## config.mk

```make
export PLATFORM = sky130hd
export DESIGN_NAME = bit_serial_adder_flat
export DESIGN_NICKNAME = d
export VERILOG_FILES = /design/src/rtl/bit_serial_adder_if.sv /design/src/rtl/bit_serial_adder.sv /design/src/flat_wrapper.sv
export SDC_FILE = /design/constraint.sdc
export NUM_CORES = 1
export LEC_CHECK = 0
export CAP_MARGIN = 20
export CORE_UTILIZATION = 25
export CTS_CLUSTER_DIAMETER = 40
export DETAILED_ROUTE_END_ITERATION = 12
export PLACE_DENSITY = 0.48
export RECOVER_POWER = 100
export SYNTH_ARGS = -nofsm -noshare
export SYNTH_HDL_FRONTEND = slang
export SYNTH_SLANG_ARGS = --single-unit
```

## constraint.sdc

```tcl
create_clock -name clk -period 2.75 [get_ports clk]
set_input_delay 0.55 -clock clk [delete_from_list [all_inputs] [get_ports clk]]
set_output_delay 0.55 -clock clk [all_outputs]
set_load 0.05 [all_outputs]
```

## src/rtl/bit_serial_adder_if.sv

```systemverilog
// Request/result bundle for the bit-serial adder.
// The master drives the operands and start. The slave returns status and result.
interface bit_serial_adder_if #(
  parameter int WIDTH = 8
);
  logic             start;
  logic [WIDTH-1:0] a;
  logic [WIDTH-1:0] b;
  logic             c_in;
  logic             busy;
  logic             done;
  logic [WIDTH-1:0] sum;
  logic             c_out;

  modport master (
    output start, a, b, c_in,
    input  busy, done, sum, c_out
  );

  modport slave (
    input  start, a, b, c_in,
    output busy, done, sum, c_out
  );
endinterface

```

## src/rtl/bit_serial_adder.sv

```systemverilog
// Bit-serial adder: one full-adder cell processes one operand bit per cycle, LSB first.
// The carry is kept in a one-bit register between cycles.
module fulladd (
  input  logic a,
  input  logic b,
  input  logic c_in,
  output logic sum,
  output logic carry
);
  assign sum   = a ^ b ^ c_in;
  assign carry = (a & b) | (c_in & (a ^ b));
endmodule

module bit_serial_adder #(
  parameter int WIDTH = 8
) (
  input  logic               clk,
  input  logic               rst,
  bit_serial_adder_if.slave  bus
);
  localparam int CNT_W = $clog2(WIDTH);
  localparam logic [CNT_W-1:0] LAST = CNT_W'(WIDTH - 1);

  typedef enum logic [1:0] {IDLE, SHIFT, DONE} state_e;

  state_e           state_q, state_d;
  logic [WIDTH-1:0] a_q, a_d, b_q, b_d, sh_q, sh_d, sum_q, sum_d;
  logic             carry_q, carry_d, cout_q, cout_d;
  logic [CNT_W-1:0] cnt_q, cnt_d;
  logic             fa_sum, fa_carry;

  fulladd u_fa (
    .a     (a_q[0]),
    .b     (b_q[0]),
    .c_in  (carry_q),
    .sum   (fa_sum),
    .carry (fa_carry)
  );

  always_ff @(posedge clk) begin
    if (rst) state_q <= IDLE;
    else     state_q <= state_d;
  end

  always_comb begin
    state_d = state_q;
    case (state_q)
      IDLE:    if (bus.start) state_d = SHIFT;
      SHIFT:   if (cnt_q == LAST) state_d = DONE;
      DONE:    state_d = IDLE;
      default: state_d = IDLE;
    endcase
  end

  always_comb begin
    bus.busy = (state_q == SHIFT);
    bus.done = (state_q == DONE);
  end

  // Datapath next-state; operands are only captured on the accepted start edge.
  always_comb begin
    a_d     = a_q;
    b_d     = b_q;
    sh_d    = sh_q;
    carry_d = carry_q;
    cnt_d   = cnt_q;
    sum_d   = sum_q;
    cout_d  = cout_q;
    case (state_q)
      IDLE: if (bus.start) begin
        a_d     = bus.a;
        b_d     = bus.b;
        carry_d = bus.c_in;
        cnt_d   = '0;
      end
      SHIFT: begin
        sh_d    = {fa_sum, sh_q[WIDTH-1:1]};
        a_d     = a_q >> 1;
        b_d     = b_q >> 1;
        carry_d = fa_carry;
        cnt_d   = cnt_q + CNT_W'(1);
        if (cnt_q == LAST) begin
          sum_d  = {fa_sum, sh_q[WIDTH-1:1]};
          cout_d = fa_carry;
        end
      end
      default: ;
    endcase
  end

  always_ff @(posedge clk) begin
    if (rst) begin
      a_q     <= '0;
      b_q     <= '0;
      sh_q    <= '0;
      carry_q <= 1'b0;
      cnt_q   <= '0;
      sum_q   <= '0;
      cout_q  <= 1'b0;
    end else begin
      a_q     <= a_d;
      b_q     <= b_d;
      sh_q    <= sh_d;
      carry_q <= carry_d;
      cnt_q   <= cnt_d;
      sum_q   <= sum_d;
      cout_q  <= cout_d;
    end
  end

  assign bus.sum   = sum_q;
  assign bus.c_out = cout_q;
endmodule
```

## src/flat_wrapper.sv

```systemverilog
// flat-port wrapper written by rule: the top's interface ports become plain ports
module bit_serial_adder_flat 
#(
  parameter int WIDTH = 8
)
  (clk, rst, bus_start, bus_a, bus_b, bus_c_in, bus_busy, bus_done, bus_sum, bus_c_out);
  bit_serial_adder_if #(.WIDTH(WIDTH)) bus_i ();
  input  logic clk;
  input  logic rst;
  input wire logic [$bits(bus_i.start)-1:0] bus_start;
  input wire logic [$bits(bus_i.a)-1:0] bus_a;
  input wire logic [$bits(bus_i.b)-1:0] bus_b;
  input wire logic [$bits(bus_i.c_in)-1:0] bus_c_in;
  output wire logic [$bits(bus_i.busy)-1:0] bus_busy;
  output wire logic [$bits(bus_i.done)-1:0] bus_done;
  output wire logic [$bits(bus_i.sum)-1:0] bus_sum;
  output wire logic [$bits(bus_i.c_out)-1:0] bus_c_out;
  assign bus_i.start = bus_start;
  assign bus_i.a = bus_a;
  assign bus_i.b = bus_b;
  assign bus_i.c_in = bus_c_in;
  assign bus_busy = bus_i.busy;
  assign bus_done = bus_i.done;
  assign bus_sum = bus_i.sum;
  assign bus_c_out = bus_i.c_out;
  bit_serial_adder #(.WIDTH(WIDTH)) u_core (.clk(clk), .rst(rst), .bus(bus_i));
endmodule
```

### Yosys cells after proc, flatten, opt, wreduce, memory -nomap -nowiden

Cells that the tools add are included.

* add/sub/neg operators: 1
* equal/unequal tests: 5
* mux-type cells: 11
* bitwise gates (word level): 5
* reduce and logical (&&, ||, !) cells: 5

Operator list (count)
* case mux 8 bit (2 select lines): 2
* 2-to-1 mux 8 bit: 2
* case mux 3 bit (2 select lines): 1
* AND reduction 2 bit: 3
* 2-to-1 mux 2 bit: 2
* case mux 2 bit (2 select lines): 1
* adder 3 x 1 -> 3 bit, second input constant: 1
* equality test 3 bit, second input constant: 1
* 2-to-1 mux 3 bit: 1
* AND 1 bit: 2
* equality test 2 x 1 -> 1 bit, second input constant: 1
* equality test 2 bit, second input constant: 1
* zero test 2 bit: 1
* inequality test 2 x 1 -> 1 bit, second input constant: 1
* inequality test 2 bit, second input constant: 1
* case mux 1 bit (2 select lines): 1
* nonzero test 2 bit: 1
* XOR 1 bit: 2
* 2-to-1 mux 1 bit: 1
* OR 1 bit: 1

* register bits after elaboration: 39
* input port bits: 20

### Longest topological paths before layout

Gate-level depths: netlist of the first run.

* depth in word-level cells: 4
* depth in mapped cells: 7

### Cells and area by module

Synthesis of the first run repeated with hierarchy kept, for this count alone.

* cell total of the unflattened synthesis: 169
* area, all modules: 1567.8 um2

By module, submodules not included
* bit_serial_adder: times used 1, cells each 168, area each 1547.7 um2
* fulladd: times used 1, cells each 1, area each 20.0 um2

### Worst setup path after synthesis of the first run

OpenSTA, ideal clock, no wires.

* path type: register to output
* from: reg u_core.state_q[0]
* to: out bus_done
* arrival time: 1.291 ns
* slack: 0.909 ns
* cell stages (with the launch flop): 4
* buffers on the path: 2
* cells stage by stage: dfxtp_1 buf_2 buf_4 nor2b_1

* word-level cells in the longest chain between the ends: 1

Ends and longest elaborated chain
* start: declaration: line bit_serial_adder.sv:26 `state_e state_q, state_d;`
* start signal: assignment: line bit_serial_adder.sv:42 `else state_q <= state_d;`
* equality test 2 bit: line bit_serial_adder.sv:57 `bus.done = (state_q == DONE);`
* end: declaration: line flat_wrapper.sv:15 `output wire logic [$bits(bus_i.done)-1:0] bus_done;`

No other way between the ends.

### Final worst setup path of the first run

* from: in rst
* to: reg u_core.cnt_q[1]

RTL lines
* start: declaration: line flat_wrapper.sv:9 `input logic rst;`
* end signal: assignment: line bit_serial_adder.sv:105 `cnt_q <= cnt_d;`
* end: declaration: line bit_serial_adder.sv:29 `logic [CNT_W-1:0] cnt_q, cnt_d;`

No word-level cell between the ends.

==> run metrics, run 1 <==
status finished, violations left; failing checks max-capacitance violations, max-slew violations; FF-to-FF path depth 4; cell with the most instances after synthesis dfxtp_1; Seq/Total Area, Yosys roughly 49%; fillers approximately 640; CP max FO 38; WL final 3.08 mm; Rel. slew slack -20.2%; Crit Reg-Reg Startpoint u_core.state_q[0]; DR vias 1176; cell count after synthesis ~170; Avg Cell Area, Syn about 9.3 um^2; DP Wirelength 1.99 mm; Final ANT Viol Nets 0; Via-to-Cell Ratio 4.34; Setup WS post-layout 0.353 ns; clk root buf clkbuf_8; most frequent cells after synthesis 38 x dfxtp_1, 32 x nand2_1, 21 x nor2_1; cell taking the most area after synthesis dfxtp_1; clock edge transition at the registers on the reported setup and hold paths 0.08 ns; WP data arrival 2.50 ns; Tcrit/Tclk final 87.2%; GP Congestion 0.642; first-pass GRT wire length 5.12 mm; hold path start u_core.bus.sum[2]; Initial Util 26.2%; Clock Skew 0.00471 ns; Slew Limit Fails 39; final critical-path required period 2.40 ns; routed length per placed instance 11.4 um; post-place setup slack around 0.80 ns; peak supply drop about 240 uV; Rows 28; setup bufs post-CTS 0; die height 81.2 um; Post-synth EDFFs 0; Fin. Hold Viols 0; synthesized area 1570 um^2; Num CTS Buffers 5; vias in the first global route 1060; post-cts resize count 0; Initial DRT Pass Iterations 4; CTS tree built; clk_lat worst skew 0.28 ns; Global Route Usage Sum 10.4%; nature of the critical path endpoint flop; share of cells above drive strength 1 roughly 7.7%; predominant post-synthesis flop cell dfxtp_1; synthesis-stage register bit count 38; fmax about 0.42 GHz; grt total ovfl 0; Core ar. 5990 um^2; hold_buf cts 0; pwr/cell area ~560 nW/um^2; Pwr Total 0.00112 W; combined area of the multi-input logic cells approximately 700 um^2; worst hold path type reg -> reg; clk sinks 38; fin cells 271; Leakage 0.762 nW; P&R area growth vs syn 27.0%; Post-Place Cells 263; worst hold path stage count 2; Final #Nets 218; ANT cells 0; H-Tree Depth 2; crit path kind in -> reg; Synth Net Count between 150 and 200; CP startpoint rst; actual slew at the worst max-slew pin approximately 1.8 ns; die area 6590 um^2; Post-synth ARST share 0%; TNS Setup 0 ns; die width ~81 um; clk buf depth 2; largest net degree at the start of global routing 39; DRC viols 0; max cap viols 1; initial detailed-routing violation count 114; Area contributors post-synth dfxtp_1 49%, mux2i_1 10%, nand2_1 7.7%, a211oi_1 7.2%, a21oi_1 5.1%; IO buf count 30; antenna violations before repair 0; Synth cell types 24; WP data required 2.85 ns; Final setup viols 0; RSZ-0062 raised after global routing false; # IOs 31; Register Area roughly 760 um^2; top-area cell type share of the netlist area 48.5%; Synth warnings 0; Startpoint Class input pin
## layout make-up
class                      count  area share [%]
sequential                    38            38.2
multi-input combinational    116            35.8
timing repair buffer          32            16.2
tap                           75            4.71
clock buffer                   7            4.34
inverter                       2           0.503
clock inverter                 1           0.251
## path summary, 6_finish.rpt
path                            end  slack, ns
setup / recovery    u_core.cnt_q[1]       0.35
hold / removal    u_core.bus.sum[2]       0.45
setup reg to reg      u_core.a_q[5]       1.22
hold reg to reg   u_core.bus.sum[2]       0.45
## cell families (layout without fill, tap and decap cells)
group	after synthesis	in the layout	synth area share, %
compound gates	38	38	16.8
fa+ha+maj	3	3	2.87
buf+inv	15	42	5.99
flops	38	38	48.5
mux	16	16	10.2
simple gates	59	59	15.6
## layout by cell type (no fill, tap or decap)
master / instances
nand3b_2: 1
clkbuf_1: 2
buf_12: 1
nand2b_1: 1
o21ba_4: 1
clkinv_2: 1
nor3b_1: 1
clkbuf_8: 6
dlygate4sd3_1: 11
and3b_2: 1
a21oi_1: 16
buf_4: 1
nor2b_1: 1
a211oi_2: 1
dfxtp_1: 38
nor3_1: 1
a211oi_1: 15
fa_1: 1
o21bai_2: 1
inv_1: 1
nor2_1: 21
a22oi_1: 4
ha_1: 2
inv_4: 1
mux2i_1: 16
clkdlybuf4s50_1: 18
nand2_1: 32
## worst max-delay path, cell delays in order
cell and delay [ns]:
dlygate4sd3_1 0.52, clkbuf_1 1.29, nor2_1 0.12
## stage by stage
stage | util (%) | hold slack, ns | area (um^2)
final | 33.2 | 0.454 | 1990
after global routing | 33.2 | 0.466 | 1990
after CTS | 33.3 | 0.460 | 1990
after detailed placement | 31.8 | 0.449 | 1900
after global placement | 31.8 | 0.445 | 1900
after floorplan | - | 0.432 | 1570
## registers in the layout, indices dropped and copies added (netlist names)
signal,cells
u_core.b_q,8
u_core.state_q,2
u_core.cnt_q,3
u_core.bus.c_out,1
u_core.bus.sum,8
u_core.sh_q,7
u_core.carry_q,1
u_core.a_q,8
## per-layer routing
layer / vias to the layer above / GRT usage, % / wire length (um)
met5: - / 0 / 0
li1: 635 / - / -
met1: 515 / 13.8 / 1600
met4: 0 / 4.82 / 41
met2: 22 / 15.0 / 1310
met3: 4 / 3.71 / 134
## power breakdown
group / switching, W / internal, W
combinational: 0.0000659 / 0.0000660
clock: 0.000190 / 0.000202
sequential: 0.0000152 / 0.000576
total: 0.000271 / 0.000845
Note: power is estimated with default switching activity, not from simulation.
==> run 2: changes to the inputs <==
Settings changed: CORE_MARGIN from default to 3, SYNTH_HIERARCHICAL from default to 1.
==> run metrics, run 2 <==
sequential share of power about 46%; setup bufs post-CTS 0; antenna violations before repair 0; FF-to-FF path depth 4; Area contributors post-synth dfxtp_1 49%, mux2i_1 10%, nand2_1 7.7%, a211oi_1 7.2%, a21oi_1 5.1%; Final #Nets 218; worst hold path type reg -> reg; initial detailed-routing violation count 65; Switching Share 20.8%; share of cells above drive strength 1 under 10%; commonest non-fill, non-tap cell in the layout dfxtp_1; post-place setup slack approximately 0.8 ns; nature of the critical path endpoint output port; Num CTS Buffers 5; die width around 85 um; grt total ovfl 0; Via-to-Cell Ratio roughly 4.4; top-area cell type share of the netlist area 48.5%; Synth cell types 25; Worst Hold Endpoint u_core/bus.sum[3]; synthesized area 1570 um^2; Post-Synth Simple-Gate Area 15.6%; multiplexer share of the synthesized area 10.2%; Synth Area in Compound Gates 16.8%; peak supply drop 250 uV; Rel. slew slack 44.6%; IO buf count 30; Internal 0.00103 W; adder-cell share of the synthesized area between 2 and 3%; GP Congestion between 0.7 and 0.8; clk root buf clkbuf_8; Post-synth ARST share 0%; clock edge transition at the registers on the reported setup and hold paths 0.07 ns; Global Route Usage Sum 9.44%; reg2reg end u_core/cnt_q[0]; synthesis-stage register bit count 38; Final ANT Viol Nets 0; clock power share about 45%; Seq/Total Area, Yosys 48.5%; Setup WS post-layout 0.465 ns; cell with the most instances after synthesis dfxtp_1; clk_lat worst skew 0.28 ns; first-pass GRT wire length approximately 5.4 mm; Leakage 0.787 nW; reg-to-reg setup timing slack 1.39 ns; Avg Cell Area, Syn 9.28 um^2; DR vias 1187; WP data required 2.20 ns; DP Wirelength between 2 and 2.5 mm; WL final 3.12 mm; TNS Setup 0 ns; Synth warnings 6; Slew Limit Fails 0; Switch Pwr 0.000270 W; combined area of the multi-input logic cells 708 um^2; fillers 632; pwr/cell area 637 nW/um^2; WP data arrival 1.74 ns; status finished, final reports clean; Pwr Total 0.00130 W; routed length per placed instance 11.5 um; largest family of logic cells by synthesized area compound AO/OA/AOI/OAI gates; cell taking the most area after synthesis dfxtp_1; most frequent cells in the layout 38 x dfxtp_1, 32 x nand2_1, 21 x nor2_1, 18 x clkdlybuf4s50_1; P&R area growth vs syn 30.0%; post-cts resize count 0; predominant post-synthesis flop cell dfxtp_1; Fin. Hold Viols 0; Synth Net Count about 190; hold_buf cts 0; crit path kind reg -> out; Register Area around 760 um^2; most frequent cells after synthesis 38 x dfxtp_1, 32 x nand2_1, 21 x nor2_1; Tcrit/Tclk final between 80 and 90%; xor and xnor area share after synthesis 0%; Clock Skew between 0.002 and 0.0025 ns; Initial DRT Pass Iterations 6; clk buf depth 2; Core ar. around 6000 um^2; CP max FO 8; cell count after synthesis about 170; H-Tree Depth 2; Comb pwr share 9.9%; Rows 28; CTS tree built; clk sinks 38; hold path start u_core/bus.sum[3]; RSZ-0062 raised after global routing false; die area 7260 um^2; Startpoint Class flop; largest net degree at the start of global routing 39; max cap viols 0; ANT cells 0; fmax 0.438 GHz; Crit Reg-Reg Startpoint u_core/state_q[0]; worst hold path stage count 2; Final setup viols 0; final critical-path required period 2.29 ns; # IOs 31; Initial Util 26.2%; CP startpoint u_core/state_q[1]; vias in the first global route about 1200; Post-synth EDFFs 0; DRC viols 0; die height 85.2 um; actual slew at the worst max-slew pin 0.831 ns
## run 2: cell count changes in the layout (fill, tap and decap cells not counted)
cell,change
a211oi_1,+1
clkinv_2,-1
a211oi_2,-1
clkbuf_2,+1
bufinv_16,+2
clkbuf_1,-2
## run 2: worst max-delay path by stage
stage,end,slack [ns],depth (start not counted)
6_report,bus_done,0.46,2
5_1_grt,bus_done,0.37,2
4_1_cts,bus_done,0.50,2
3_5_place_dp,bus_done,0.82,2
3_3_place_gp,bus_done,0.82,2
2_1_floorplan,bus_done,0.91,3
## run 2: metrics by stage
step / instance area, um^2 / std cells / hold WS [ns] / util [%]
floorplan: 1570 / 169 / 0.432 / -
detailed placement: 1900 / 263 / 0.447 / 31.8
finish: 2040 / 271 / 0.452 / 34.0
global placement: 1900 / 263 / 0.444 / 31.8
CTS: 2050 / 271 / 0.459 / 34.1
global route: 2040 / 271 / 0.482 / 34.0
## run 2: worst max-delay path, stage by stage, from the launching register on
cell           delay, ns
dfxtp_1             0.42
nor2b_1             0.15
dlygate4sd3_1       0.89
## run 2: layer usage
metal,up-vias,track usage (%),routed length [um]
met2,22,14.1,1360
met1,528,12.1,1550
met3,2,3.59,168
met4,0,4.32,36
met5,-,0,0
li1,635,-,-
## run 2: cells by family (layout without fill, tap and decap cells)
group           count (synthesis)  count (layout)
simple gates                   59              59
compound gates                 38              38
flops                          38              38
mux                            16              16
buf+inv                        15              42
fa+ha+maj                       3               3
## run 2: power by group through the flow
stage / Combinational [W] / Sequential, W / Clock [W]
final: 0.000128 / 0.000593 / 0.000578
after global routing: 0.000145 / 0.000596 / 0.000625
after CTS: 0.000132 / 0.000593 / 0.000602
after detailed placement: 0.000131 / 0.000606 / 0
after global placement: 0.000132 / 0.000606 / 0
after floorplan: 0.0000939 / 0.000600 / 0
## run 2: area by class of cell
cell class / instances / share of cell area [%]
Clock buffer: 6 / 4.05
Multi-Input combinational cell: 116 / 34.7
Clock inverter: 2 / 2.95
Inverter: 2 / 0.491
Sequential cell: 38 / 37.3
Timing Repair Buffer: 32 / 15.8
Tap cell: 75 / 4.60
==> run 3: changes to the inputs <==
Settings changed: PLACE_DENSITY 0.48 to 0.49.
Clock period 2.75 ns to 2.1 ns, I/O delays scaled along.
==> run metrics, run 3 (synthesized netlist as in run 2, its figures left out) <==
status finished, final reports clean; Initial DRT Pass Iterations 4; die height 85.2 um; TNS Setup 0 ns; initial detailed-routing violation count 52; clk root buf clkbuf_8; DRC viols 0; vias in the first global route 1173; Crit path largest cell delay 0.88 ns; CP max FO 2; WL final 3.04 mm; clk sinks 38; Switching Share 23.5%; Comb pwr share between 10% and 20%; Tcrit/Tclk final 91.0%; Internal about 0.0011 W; Core ar. 5990 um^2; Slew Limit Fails 0; CP delay by family, top buffers and inverters; Initial Util between 20% and 30%; setup bufs post-CTS 0; DR vias 1205; nature of the critical path endpoint output port; Fin. Hold Viols 0; commonest non-fill, non-tap cell in the layout dfxtp_1; CTS tree built; sequential share of power 53.8%; share of cells above drive strength 1 8.16%; Global Route Usage Sum slightly above 9%; die area 7260 um^2; die width 85.2 um; RSZ-0062 raised after global routing false; worst-path cell chain dlygate4sd3_1; clk buf depth 2; routed length per placed instance 11.2 um; Final setup viols 0; Buf/Inv on CP 1; fmax 0.523 GHz; WP data arrival 1.49 ns; worst hold path type reg -> reg; GP Congestion 0.718; fillers 643; Finished Core Util between 30 and 40%; first-pass GRT wire length 5.27 mm; H-Tree Depth 2; ANT cells 0; P&R area growth vs syn 25.5%; crit path kind reg -> out; Startpoint Class flop; Switch Pwr 0.000338 W; Num CTS Buffers 5; post-cts resize count 0; final critical-path required period 1.91 ns; Slowest-stage cell, CP dlygate4sd3_1; Clock Skew just over 0.005 ns; grt total ovfl 0; Final #Nets 218; IO buf count 30; DP Wirelength 2.04 mm; clock edge transition at the registers on the reported setup and hold paths approximately 0.07 ns; pwr/cell area 732 nW/um^2; # IOs 31; hold_buf cts 0; peak supply drop a little over 200 uV; most frequent cells in the layout 38 x dfxtp_1, 32 x nand2_1, 21 x nor2_1, 18 x clkdlybuf4s50_1; largest net degree at the start of global routing 39; antenna violations before repair 0; Via-to-Cell Ratio 4.45; clk_lat worst skew 0.28 ns; WP data required 1.68 ns; max cap viols 0; Rel. slew slack 58.9%; Leakage 0.754 nW; Final ANT Viol Nets 0; clock power share 34.7%; actual slew at the worst max-slew pin between 0.6 and 0.7 ns; Rows 28
run 3: path summary, 6_finish.rpt:
| path | startpoint | endpoint | slack [ns] | cells after the start |
|---|---|---|---|---|
| setup / recovery | u_core/bus.sum[6] | bus_sum[6] | 0.19 | 1 |
| hold / removal | u_core/bus.sum[4] | u_core/bus.sum[4] | 0.45 | 2 |
| setup reg to reg | u_core/state_q[0] | u_core/a_q[2] | 0.43 | 4 |
| hold reg to reg | u_core/bus.sum[4] | u_core/bus.sum[4] | 0.45 | 2 |
run 3: per-stage QoR:
| step | power, W | cell area, um^2 | hold WS, ns | setup slack (ns) | instances |
|---|---|---|---|---|---|
| after global routing | 0.00152 | 1970 | 0.475 | 0.107 | 271 |
| final | 0.00144 | 1970 | 0.452 | 0.188 | 271 |
| after floorplan | 0.000909 | 1570 | 0.432 | 0.389 | 169 |
| after detailed placement | 0.000966 | 1900 | 0.448 | 0.346 | 263 |
| after global placement | 0.000964 | 1900 | 0.447 | 0.383 | 263 |
| after CTS | 0.00148 | 1990 | 0.458 | 0.232 | 271 |
run 3: power groups by stage:
stage	combinational, W	clock (W)	sequential [W]
5_1_grt	0.000186	0.000551	0.000779
6_report	0.000165	0.000500	0.000774
3_5_place_dp	0.000175	0	0.000791
4_1_cts	0.000176	0.000530	0.000774
2_1_floorplan	0.000123	0	0.000786
3_3_place_gp	0.000173	0	0.000791
run 3: layout make-up:
cell class	instances	area, um^2	share of cell area [%]
clock buffers	7	86.3	4.39
clock inverters	1	5.00	0.254
inverters	2	10.0	0.509
multi-input cells	116	703	35.8
flip-flops and latches	38	761	38.7
well taps	75	93.8	4.77
repair buffers	32	308	15.6
run 3: layer usage:
layer	vias up	track usage (%)	wire [um]
li1	632	-	-
met1	545	11.5	1500
met2	22	13.8	1360
met3	6	3.20	127
met4	0	4.32	50
met5	-	0	0
run 3: worst register-to-register path: stages (launching register included):
cell	delay [ns]
dfxtp_1	0.33
buf_4	0.33
o21ba_2	0.61
nor2_1	0.10
a211oi_1	0.22
